==> src/rtl/mgt01_div_ctrl_pkg.sv <==
// rtl/mgt01_div_ctrl_pkg.sv - Shared types and constants for the divider issue controller.
package mgt01_div_ctrl_pkg;

  typedef enum logic [1:0] {
    DIV_  = 2'd0,
    DIVU_ = 2'd1,
    REM_  = 2'd2,
    REMU_ = 2'd3
  } div_ops_e;

  typedef union packed {
    logic        [31:0] u;
    logic signed [31:0] s;
  } data_u;

  typedef enum logic [1:0] {
    IDLE    = 2'd0,
    DIVIDE  = 2'd1,
    SPECIAL = 2'd2,
    DONE    = 2'd3
  } div_ctrl_state_e;

  localparam logic [31:0] DIV_OVF_DIVIDEND = 32'h8000_0000;
  localparam logic [31:0] DIV_ALL_ONES     = 32'hFFFF_FFFF;

  function automatic logic op_is_signed(input div_ops_e op);
    return (op == DIV_) || (op == REM_);
  endfunction

  function automatic logic op_is_rem(input div_ops_e op);
    return (op == REM_) || (op == REMU_);
  endfunction

endpackage

==> src/rtl/mgt01_div_ctrl_if.sv <==
// rtl/mgt01_div_ctrl_if.sv - Request, response and divider channels of the divider controller.
interface mgt01_div_ctrl_if
  import mgt01_div_ctrl_pkg::*;
#(
  parameter int TAG_W = 5
);
  logic             req_valid_i;
  logic             req_ready_o;
  data_u            req_dividend_i;
  data_u            req_divisor_i;
  div_ops_e         req_ops_i;
  logic [TAG_W-1:0] req_tag_i;

  logic [31:0]      div_dividend_o;
  logic [31:0]      div_divisor_o;
  div_ops_e         div_ops_o;
  logic             div_is_division_o;
  logic [31:0]      div_result_i;
  logic             div_by_zero_i;

  logic             rsp_valid_o;
  logic             rsp_ready_i;
  logic [31:0]      rsp_result_o;
  logic             rsp_div_by_zero_o;
  logic [TAG_W-1:0] rsp_tag_o;

  // slave is the controller; master is execute plus the divider IP
  modport slave (
    input  req_valid_i, req_dividend_i, req_divisor_i, req_ops_i, req_tag_i,
    output req_ready_o,
    output div_dividend_o, div_divisor_o, div_ops_o, div_is_division_o,
    input  div_result_i, div_by_zero_i,
    output rsp_valid_o, rsp_result_o, rsp_div_by_zero_o, rsp_tag_o,
    input  rsp_ready_i
  );

  modport master (
    output req_valid_i, req_dividend_i, req_divisor_i, req_ops_i, req_tag_i,
    input  req_ready_o,
    input  div_dividend_o, div_divisor_o, div_ops_o, div_is_division_o,
    output div_result_i, div_by_zero_i,
    input  rsp_valid_o, rsp_result_o, rsp_div_by_zero_o, rsp_tag_o,
    output rsp_ready_i
  );
endinterface

==> src/rtl/mgt01_div_special.sv <==
// rtl/mgt01_div_special.sv - Combinational RISC-V divide corner-case detector and result generator.
// Only built with MGT01_DIV_FAST_PATH_EN defined.
`ifdef MGT01_DIV_FAST_PATH_EN
module mgt01_div_special
  import mgt01_div_ctrl_pkg::*;
(
  input  data_u       dividend,
  input  data_u       divisor,
  input  div_ops_e    ops,
  output logic        special,
  output logic [31:0] result,
  output logic        div_by_zero
);
  always_comb begin
    special     = 1'b0;
    result      = '0;
    div_by_zero = 1'b0;
    if (divisor.u == '0) begin
      special     = 1'b1;
      div_by_zero = 1'b1;
      result      = op_is_rem(ops) ? dividend.u : DIV_ALL_ONES;
    end else if (op_is_signed(ops) && (dividend.u == DIV_OVF_DIVIDEND) &&
                 (divisor.u == DIV_ALL_ONES)) begin
      special = 1'b1;
      result  = op_is_rem(ops) ? 32'h0 : DIV_OVF_DIVIDEND;
    end
  end
endmodule
`endif

==> src/rtl/mgt01_div_ctrl.sv <==
// rtl/mgt01_div_ctrl.sv - Issue-side controller for the multi-cycle integer divider.
// MGT01_DIV_FAST_PATH_EN resolves divide-by-zero and signed overflow without starting the divider.
module mgt01_div_ctrl
  import mgt01_div_ctrl_pkg::*;
#(
  parameter int DIV_LATENCY = 34,
  parameter int TAG_W       = 5
) (
  input  logic            clk_i,
  input  logic            rst_n_i,
  input  logic            clk_en_i,
  input  logic            flush_i,
  mgt01_div_ctrl_if.slave bus,
  output logic            busy_o
);
  localparam int CNT_W = (DIV_LATENCY > 1) ? $clog2(DIV_LATENCY) : 1;
  localparam logic [CNT_W-1:0] CNT_LAST = CNT_W'(DIV_LATENCY - 1);

  div_ctrl_state_e  state_q, state_d;
  logic [CNT_W-1:0] cnt_q, cnt_d;
  logic [31:0]      dividend_q, divisor_q, result_q;
  div_ops_e         ops_q;
  logic [TAG_W-1:0] tag_q;
  logic             dbz_q;
  logic             accept, capture, fast;

`ifdef MGT01_DIV_FAST_PATH_EN
  logic [31:0] spec_result;
  logic        spec_dbz;

  mgt01_div_special u_special (
    .dividend    (bus.req_dividend_i),
    .divisor     (bus.req_divisor_i),
    .ops         (bus.req_ops_i),
    .special     (fast),
    .result      (spec_result),
    .div_by_zero (spec_dbz)
  );
`else
  assign fast = 1'b0;
`endif

  always_comb begin
    state_d               = state_q;
    cnt_d                 = cnt_q;
    accept                = 1'b0;
    capture               = 1'b0;
    bus.req_ready_o       = 1'b0;
    bus.rsp_valid_o       = 1'b0;
    bus.div_is_division_o = 1'b0;
    case (state_q)
      IDLE: begin
        bus.req_ready_o = !flush_i;
        if (bus.req_valid_i && !flush_i && clk_en_i) begin
          accept  = 1'b1;
          cnt_d   = '0;
          state_d = fast ? SPECIAL : DIVIDE;
        end
      end
      DIVIDE: begin
        bus.div_is_division_o = 1'b1;
        if (clk_en_i) begin
          if (cnt_q == CNT_LAST) begin
            capture = 1'b1;
            cnt_d   = '0;
            state_d = DONE;
          end else begin
            cnt_d = cnt_q + CNT_W'(1);
          end
        end
      end
`ifdef MGT01_DIV_FAST_PATH_EN
      SPECIAL: begin
        if (clk_en_i) state_d = DONE;
      end
`endif
      DONE: begin
        bus.rsp_valid_o = 1'b1;
        if (clk_en_i && bus.rsp_ready_i) state_d = IDLE;
      end
      default: state_d = IDLE;
    endcase
    // A flush kills the op outright; a response handshake in the same cycle still lands in IDLE.
    if (flush_i && clk_en_i) begin
      state_d = IDLE;
      cnt_d   = '0;
      capture = 1'b0;
    end
  end

  always_ff @(posedge clk_i) begin
    if (!rst_n_i) begin
      state_q    <= IDLE;
      cnt_q      <= '0;
      dividend_q <= '0;
      divisor_q  <= '0;
      ops_q      <= DIV_;
      tag_q      <= '0;
      result_q   <= '0;
      dbz_q      <= 1'b0;
    end else begin
      state_q <= state_d;
      cnt_q   <= cnt_d;
      if (accept) begin
        dividend_q <= bus.req_dividend_i.u;
        divisor_q  <= bus.req_divisor_i.u;
        ops_q      <= bus.req_ops_i;
        tag_q      <= bus.req_tag_i;
`ifdef MGT01_DIV_FAST_PATH_EN
        if (fast) begin
          result_q <= spec_result;
          dbz_q    <= spec_dbz;
        end
`endif
      end
      if (capture) begin
        result_q <= bus.div_result_i;
        dbz_q    <= bus.div_by_zero_i;
      end
    end
  end

  assign bus.div_dividend_o    = dividend_q;
  assign bus.div_divisor_o     = divisor_q;
  assign bus.div_ops_o         = ops_q;
  assign bus.rsp_result_o      = result_q;
  assign bus.rsp_div_by_zero_o = dbz_q;
  assign bus.rsp_tag_o         = tag_q;
  assign busy_o                = (state_q != IDLE);

endmodule

==> src/flat_wrapper.sv <==
// flat-port wrapper written by rule: the top's interface ports become plain ports
module mgt01_div_ctrl_flat import mgt01_div_ctrl_pkg::*;
#(
  parameter int DIV_LATENCY = 34,
  parameter int TAG_W       = 5
)
  (clk_i, rst_n_i, clk_en_i, flush_i, busy_o, bus_req_valid_i, bus_req_dividend_i, bus_req_divisor_i, bus_req_ops_i, bus_req_tag_i, bus_req_ready_o, bus_div_dividend_o, bus_div_divisor_o, bus_div_ops_o, bus_div_is_division_o, bus_div_result_i, bus_div_by_zero_i, bus_rsp_valid_o, bus_rsp_result_o, bus_rsp_div_by_zero_o, bus_rsp_tag_o, bus_rsp_ready_i);
  mgt01_div_ctrl_if #(.TAG_W(TAG_W)) bus_i ();
  input  logic clk_i;
  input  logic rst_n_i;
  input  logic clk_en_i;
  input  logic flush_i;
  output logic busy_o;
  input wire logic [$bits(bus_i.req_valid_i)-1:0] bus_req_valid_i;
  input wire logic [$bits(bus_i.req_dividend_i)-1:0] bus_req_dividend_i;
  input wire logic [$bits(bus_i.req_divisor_i)-1:0] bus_req_divisor_i;
  input wire logic [$bits(bus_i.req_ops_i)-1:0] bus_req_ops_i;
  input wire logic [$bits(bus_i.req_tag_i)-1:0] bus_req_tag_i;
  output wire logic [$bits(bus_i.req_ready_o)-1:0] bus_req_ready_o;
  output wire logic [$bits(bus_i.div_dividend_o)-1:0] bus_div_dividend_o;
  output wire logic [$bits(bus_i.div_divisor_o)-1:0] bus_div_divisor_o;
  output wire logic [$bits(bus_i.div_ops_o)-1:0] bus_div_ops_o;
  output wire logic [$bits(bus_i.div_is_division_o)-1:0] bus_div_is_division_o;
  input wire logic [$bits(bus_i.div_result_i)-1:0] bus_div_result_i;
  input wire logic [$bits(bus_i.div_by_zero_i)-1:0] bus_div_by_zero_i;
  output wire logic [$bits(bus_i.rsp_valid_o)-1:0] bus_rsp_valid_o;
  output wire logic [$bits(bus_i.rsp_result_o)-1:0] bus_rsp_result_o;
  output wire logic [$bits(bus_i.rsp_div_by_zero_o)-1:0] bus_rsp_div_by_zero_o;
  output wire logic [$bits(bus_i.rsp_tag_o)-1:0] bus_rsp_tag_o;
  input wire logic [$bits(bus_i.rsp_ready_i)-1:0] bus_rsp_ready_i;
  assign bus_i.req_valid_i = bus_req_valid_i;
  assign bus_i.req_dividend_i = bus_req_dividend_i;
  assign bus_i.req_divisor_i = bus_req_divisor_i;
  assign bus_i.req_ops_i = bus_req_ops_i;
  assign bus_i.req_tag_i = bus_req_tag_i;
  assign bus_req_ready_o = bus_i.req_ready_o;
  assign bus_div_dividend_o = bus_i.div_dividend_o;
  assign bus_div_divisor_o = bus_i.div_divisor_o;
  assign bus_div_ops_o = bus_i.div_ops_o;
  assign bus_div_is_division_o = bus_i.div_is_division_o;
  assign bus_i.div_result_i = bus_div_result_i;
  assign bus_i.div_by_zero_i = bus_div_by_zero_i;
  assign bus_rsp_valid_o = bus_i.rsp_valid_o;
  assign bus_rsp_result_o = bus_i.rsp_result_o;
  assign bus_rsp_div_by_zero_o = bus_i.rsp_div_by_zero_o;
  assign bus_rsp_tag_o = bus_i.rsp_tag_o;
  assign bus_i.rsp_ready_i = bus_rsp_ready_i;
  mgt01_div_ctrl #(.DIV_LATENCY(DIV_LATENCY), .TAG_W(TAG_W)) u_core (.clk_i(clk_i), .rst_n_i(rst_n_i), .clk_en_i(clk_en_i), .flush_i(flush_i), .bus(bus_i), .busy_o(busy_o));
endmodule
==> config.mk <==
export PLATFORM = sky130hd
export DESIGN_NAME = mgt01_div_ctrl_flat
export DESIGN_NICKNAME = d
export VERILOG_FILES = /design/src/rtl/mgt01_div_ctrl_pkg.sv /design/src/rtl/mgt01_div_ctrl_if.sv /design/src/rtl/mgt01_div_special.sv /design/src/rtl/mgt01_div_ctrl.sv /design/src/flat_wrapper.sv
export SDC_FILE = /design/constraint.sdc
export NUM_CORES = 1
export LEC_CHECK = 0
export BUFFER_PORTS_ARGS = -buffer_cell sky130_fd_sc_hd__buf_2
export CAP_MARGIN = 40
export CORE_ASPECT_RATIO = 0.7
export CORE_UTILIZATION = 35
export CTS_BUF_LIST = sky130_fd_sc_hd__clkbuf_16
export CTS_CLUSTER_SIZE = 25
export DETAILED_ROUTE_END_ITERATION = 12
export PLACE_DENSITY = 0.64
export REMOVE_ABC_BUFFERS = 1
export SLEW_MARGIN = 20
export SYNTH_ARGS = -nofsm -noshare
export SYNTH_HDL_FRONTEND = slang
export SYNTH_HIERARCHICAL = 1
export SYNTH_SLANG_ARGS = --single-unit
==> constraint.sdc <==
create_clock -name clk_i -period 1.9 [get_ports clk_i]
set_input_delay 0.285 -clock clk_i [delete_from_list [all_inputs] [get_ports clk_i]]
set_output_delay 0.285 -clock clk_i [all_outputs]
set_load 0.1 [all_outputs]
==> impl_metrics.json, run 1 <==
{
  "status": "completed",
  "numCtsBuffers": 9,
  "post-route-period-util": 0.9147,
  "core_um2": 11890,
  "synth_area_leaders": "dfxtp_1 51%, nand2_1 16%, a21boi_1 12%, nand3_1 4.4%, buf_6 2.8%",
  "h-tree-depth": 3,
  "p_per_area_nw_per_um2": 876.6,
  "start_util": 0.3662,
  "drc": 0,
  "end_kind": "output pin",
  "drt_pass1_iterations": 4,
  "slew_viol_final": 0,
  "grt_max_degree": 81,
  "hold_class": "input port to register",
  "dr_total_vias": 4167,
  "post_cts_buffers": 0,
  "grt_usage": 0.1757,
  "cts.sinks": 112,
  "finalHoldViolCount": 0,
  "p_leak_nw": 2.706,
  "clkSlewWorstSetupHoldPaths_ps": 70,
  "drv_cap": 0,
  "antenna_found_initial": 0,
  "nets": 824,
  "grt_pass1_vias": 3862,
  "port_buffers": 217,
  "wl_per_cell_um": 12.97,
  "period_minus_slack_ps": 1738,
  "fmax_mhz": 575.4,
  "vias_per_cell": 4.768,
  "totalWireLength_um": 11330,
  "ys.flop_type": "dfxtp_1",
  "die_x_um": 135.3,
  "peakVddDrop_mv": 0.4737,
  "synth_edf_count": 0,
  "cp-endpoint": "bus_req_ready_o",
  "relSlewSlack": 0.6158,
  "grt_overflow": 0,
  "ys_seq_area_frac": 0.5149,
  "dieArea_um2": 12900,
  "clockBufferDepth": 2,
  "final_cells": 874,
  "cp.required_ps": 1620,
  "skew_ps": 7.268,
  "rsz0062_at_grt": "false",
  "grt_pass1_wl_um": 17850,
  "r2r_end": "u_core/bus.rsp_result_o[12]",
  "rows": 33,
  "synthArstFlopShare": 0,
  "area_delta_synth_final_pct": 33.42,
  "synth_area_um2": 4354,
  "yosys_warnings": 6,
  "io_pins": 218,
  "yosys.cell_types.count": 31,
  "n_antenna_cell": 0,
  "cts-root-buf": "clkbuf_16",
  "synth_seq_cells": 112,
  "dp_hpwl_um": 8169,
  "die-height_um": 95.32,
  "tightest_slew_ps": 572.4,
  "synth_top_area_share": 0.5149,
  "dp.cells": 858,
  "place.gp.congestion": 0.7503,
  "arrival_ps": 1450,
  "setup_viol": 0,
  "clk_latency_ps": 340,
  "synth_common_cells": "185 x nand2_1, 112 x dfxtp_1, 70 x a21boi_1",
  "final_layout_size_suffix_gt1_frac": 0.3431,
  "critPathMaxFanout": 8,
  "synth.most_common_cell": "nand2_1",
  "reg2reg_depth": 6,
  "yosysTopAreaCell": "dfxtp_1",
  "fin_area_um2": 5809,
  "avgSynthCellArea_um2": 8.438,
  "rrSetupSlack_ps": 240,
  "synth_cells": 516,
  "cts_tree": "built",
  "ant_nets": 0,
  "crit_type": "register to output pin",
  "drt-initial-drc-count": 158,
  "rr_startpoint": "u_core/cnt_q[0]",
  "cp-start-kind": "register",
  "critPathLaunch": "u_core/state_q[1]",
  "total_power_mw": 5.092,
  "placed_area_um2": 5498
}
metal layers:
metal  wire, µm  GRT usage  part of all wire
met2       5058     0.2915              0.45
met1       5107     0.2132              0.45
met5          0          0                 0
met4        195    0.06648             0.017
met3        971    0.05635             0.086
state kept, by name (all words and copies together), names as in the netlist:
name                          count
u_core/cnt_q                      6
u_core/bus.rsp_result_o          32
u_core/bus.div_dividend_o        32
u_core/bus.div_divisor_o         32
u_core/state_q                    2
u_core/bus.rsp_tag_o              5
u_core/bus.div_ops_o              2
u_core/bus.rsp_div_by_zero_o      1
logic make-up (layout without fill, tap and decap cells):
logic type	count (synthesis)	in the layout	synth area share
AO/OA/AOI/OAI	116	116	0.1764
adder cells (fa/ha/maj)	2	2	0.005746
buffers and inverters	39	240	0.05661
flip-flops	112	112	0.5149
multiplexers	1	1	0.002586
AND/OR/NAND/NOR	246	246	0.2437
cell type report:
class / count / area (µm²)
fill: 1174 / 6082
clock inverter: 7 / 77.57
inverter: 1 / 3.754
multi-input combinational: 365 / 1881
timing repair buffer: 223 / 1184
clock buffer: 9 / 225.2
sequential: 112 / 2242
tap: 157 / 196.4
metrics by stage:
step	hold slack [ps]	util	worst slack (ps)	setup TNS [ps]
finish	172.6	0.4885	162.1	0
global route	162.6	0.4885	19.05	0
CTS	158.5	0.4878	129.3	0
detailed placement	441.8	0.4623	204.9	0
global placement	437.2	0.4623	332.6	0
floorplan	417.6	-	-1286	-99430
worst min-delay path by stage:
stage,from,to,cells after the start
global placement,u_core/bus.div_divisor_o[1],u_core/bus.div_divisor_o[1],2
detailed placement,u_core/bus.rsp_tag_o[0],u_core/bus.rsp_tag_o[0],2
finish,bus_div_result_i[23],u_core/bus.rsp_result_o[23],3
CTS,bus_div_result_i[23],u_core/bus.rsp_result_o[23],3
global route,bus_req_dividend_i[6],u_core/bus.div_dividend_o[6],3
floorplan,bus_div_by_zero_i,u_core/bus.rsp_div_by_zero_o,2
power breakdown:
part | switching (mW) | internal [mW] | total, mW
clock network | 0.862 | 1.04 | 1.90
logic | 0.576 | 0.196 | 0.772
registers | 0.0252 | 2.40 | 2.42
placed cells by master (no fill, tap or decap), types with 2 or more instances in the layout:
master / count
a21oi_1: 3
nor2b_1: 5
a21boi_1: 70
dfxtp_1: 112
nor2_1: 4
and3_1: 2
a22oi_1: 2
clkbuf_16: 9
buf_2: 216
nand3_1: 37
o21ai_0: 24
buf_4: 3
buf_12: 4
nand4_1: 2
inv_6: 3
o21ai_1: 14
nand2_1: 185
ha_1: 2
what timing repair did:
action,4_1_cts,5_1_grt
setup endpoints to repair,0,10
gates resized for setup,0,1
hold buffers,0,0
hold endpoints to repair,0,0
worst max-delay path: stages (launching register included):
cell and delay, ps:
dfxtp_1 390, nor3_4 260, buf_2 460
No activity file was read; power rests on OpenSTA's default activity.
==> inputs of run 2 (changes only) <==
--- a/config.mk
+++ b/config.mk
@@ -9,9 +9,10 @@
 export CAP_MARGIN = 40
 export CORE_ASPECT_RATIO = 0.7
 export CORE_UTILIZATION = 35
-export CTS_BUF_LIST = sky130_fd_sc_hd__clkbuf_16
+export CTS_BUF_LIST = sky130_fd_sc_hd__clkbuf_8
 export CTS_CLUSTER_SIZE = 25
 export DETAILED_ROUTE_END_ITERATION = 12
+export HOLD_SLACK_MARGIN = 0.05
 export PLACE_DENSITY = 0.64
 export REMOVE_ABC_BUFFERS = 1
 export SLEW_MARGIN = 20
==> run 2 against run 1 <==
Routed wire length rose by 0.49%. Clock-buffer cell count unchanged. Cell count unchanged. Register-to-register slack hardly changed. Clock power fell by 24%. Sequential share of layout area grew 0.69 points. Global-route usage up 0.085 points. Cell area decreased by 1.7%. Sequential cell count did not move. Via count grew 0.14%. First-iteration DRC count up 0.63%. Die area unchanged. Critical path type unchanged. Critical endpoint unchanged.
==> impl_metrics.json, run 2 (same netlist as run 1, synthesis figures left out) <==
{
  "dp_hpwl_um": 8169,
  "grt_pass1_vias": 3858,
  "wl_per_cell_um": 13.03,
  "skew_ps": 11.09,
  "period_minus_slack_ps": 1780,
  "cts-root-buf": "clkbuf_8",
  "end_kind": "output pin",
  "drc": 0,
  "area_delta_synth_final_pct": 31.09,
  "start_util": 0.3662,
  "cp_top_family": "buffers and inverters",
  "critical_path_depth": 2,
  "grt_max_degree": 81,
  "drv_cap": 0,
  "clk_latency_ps": 370,
  "drt_pass1_iterations": 4,
  "slew_viol_final": 0,
  "relSlewSlack": 0.5941,
  "die_x_um": 135.3,
  "cp-start-kind": "register",
  "final_layout_size_suffix_gt1_frac": 0.3431,
  "layout_common_cells": "216 x buf_2, 185 x nand2_1, 112 x dfxtp_1",
  "vias_per_cell": 4.775,
  "peakVddDrop_mv": 0.5087,
  "dr_total_vias": 4173,
  "n_antenna_cell": 0,
  "critPathMaxFanout": 8,
  "grt_overflow": 0,
  "totalWireLength_um": 11390,
  "dieArea_um2": 12900,
  "final_common_cell": "buf_2",
  "p_switching_mw": 1.415,
  "antenna_found_initial": 0,
  "hold_class": "input port to register",
  "worst-path-buf-inv": 1,
  "grt_pass1_wl_um": 17890,
  "cp.required_ps": 1620,
  "p_per_area_nw_per_um2": 811.6,
  "drt-initial-drc-count": 159,
  "post-route-period-util": 0.9370,
  "fmax_mhz": 561.7,
  "critPathMaxStageDelay_ps": 470,
  "clkSlewWorstSetupHoldPaths_ps": 110,
  "port_buffers": 217,
  "crit_slowest_cell": "buf_2",
  "post_cts_buffers": 0,
  "grt_usage": 0.1766,
  "p_leak_nw": 2.659,
  "seqPwrFrac": 0.523,
  "core_um2": 11890,
  "nets": 824,
  "crit_type": "register to output pin",
  "setup_viol": 0,
  "placed_area_um2": 5498,
  "p_int_mw": 3.218,
  "clockBufferDepth": 2,
  "hold_path_depth": 3,
  "place.gp.congestion": 0.7503,
  "tightest_slew_ps": 604.7,
  "rsz0062_at_grt": "false",
  "finalHoldViolCount": 0,
  "status": "completed",
  "total_power_mw": 4.633,
  "p_sw_frac": 0.3054,
  "io_pins": 218,
  "numCtsBuffers": 9,
  "p_clk_frac": 0.310,
  "arrival_ps": 1500,
  "h-tree-depth": 3,
  "p_comb_frac": 0.167,
  "cts.sinks": 112,
  "rows": 33,
  "ant_nets": 0,
  "cts_tree": "built",
  "fin_area_um2": 5708,
  "reg2reg_depth": 6,
  "crit_chain": "nor3_4 > buf_2",
  "die-height_um": 95.32
}
==> run 2: area by class of cell <==
type | instances | area (µm²)
clock buffer | 9 | 123.9
sequential | 112 | 2242
tap | 157 | 196.4
multi-input combinational | 365 | 1881
timing repair buffer | 223 | 1184
fill | 1186 | 6183
inverter | 1 | 3.754
clock inverter | 7 | 77.57
==> run 2: what timing repair did <==
| item | in CTS | in global routing |
|---|---|---|
| gates resized for setup | 0 | 1 |
| hold buffers | 0 | 0 |
| setup endpoints to repair | 0 | 15 |
==> run 2: per-layer routing <==
metal | track usage | part of all wire
met5 | 0 | 0
met4 | 0.07210 | 0.019
met3 | 0.05476 | 0.082
met2 | 0.2919 | 0.45
met1 | 0.2143 | 0.45
==> run 2: power groups by stage <==
stage	combinational, mW	clock [mW]	sequential (mW)
4_1_cts	0.777	1.51	2.42
3_5_place_dp	0.775	0	2.48
3_3_place_gp	0.768	0	2.47
6_report	0.773	1.44	2.42
5_1_grt	0.819	1.61	2.43
2_1_floorplan	0.162	0	2.83
==> run 2: worst paths after layout <==
path	from	endpoint	slack, ps
worst max-delay path	u_core/state_q[1]	bus_req_ready_o	120
worst min-delay path	bus_req_divisor_i[8]	u_core/bus.div_divisor_o[8]	140
worst max register to register	u_core/cnt_q[0]	u_core/bus.rsp_result_o[12]	240
worst min register to register	u_core/bus.div_divisor_o[15]	u_core/bus.div_divisor_o[15]	450
==> run 2: metrics by stage <==
step,setup TNS (ps),utilization,cells,hold slack (ps),setup WS (ps)
after floorplan,-99430,-,478,417.6,-1286
after global placement,0,0.4623,858,437.2,332.6
after detailed placement,0,0.4623,858,441.8,204.9
after CTS,0,0.4793,874,108.4,75.53
after global routing,0,0.4800,874,112.5,5.876
final,0,0.4800,874,139.4,119.6
==> run 2: worst reg2reg max path, cell delays in order (launching register included) <==
cell	delay [ps]
dfxtp_1	440
ha_1	190
nor4b_4	260
nand4b_4	200
buf_12	230
nand3_1	130
o21ai_0	90
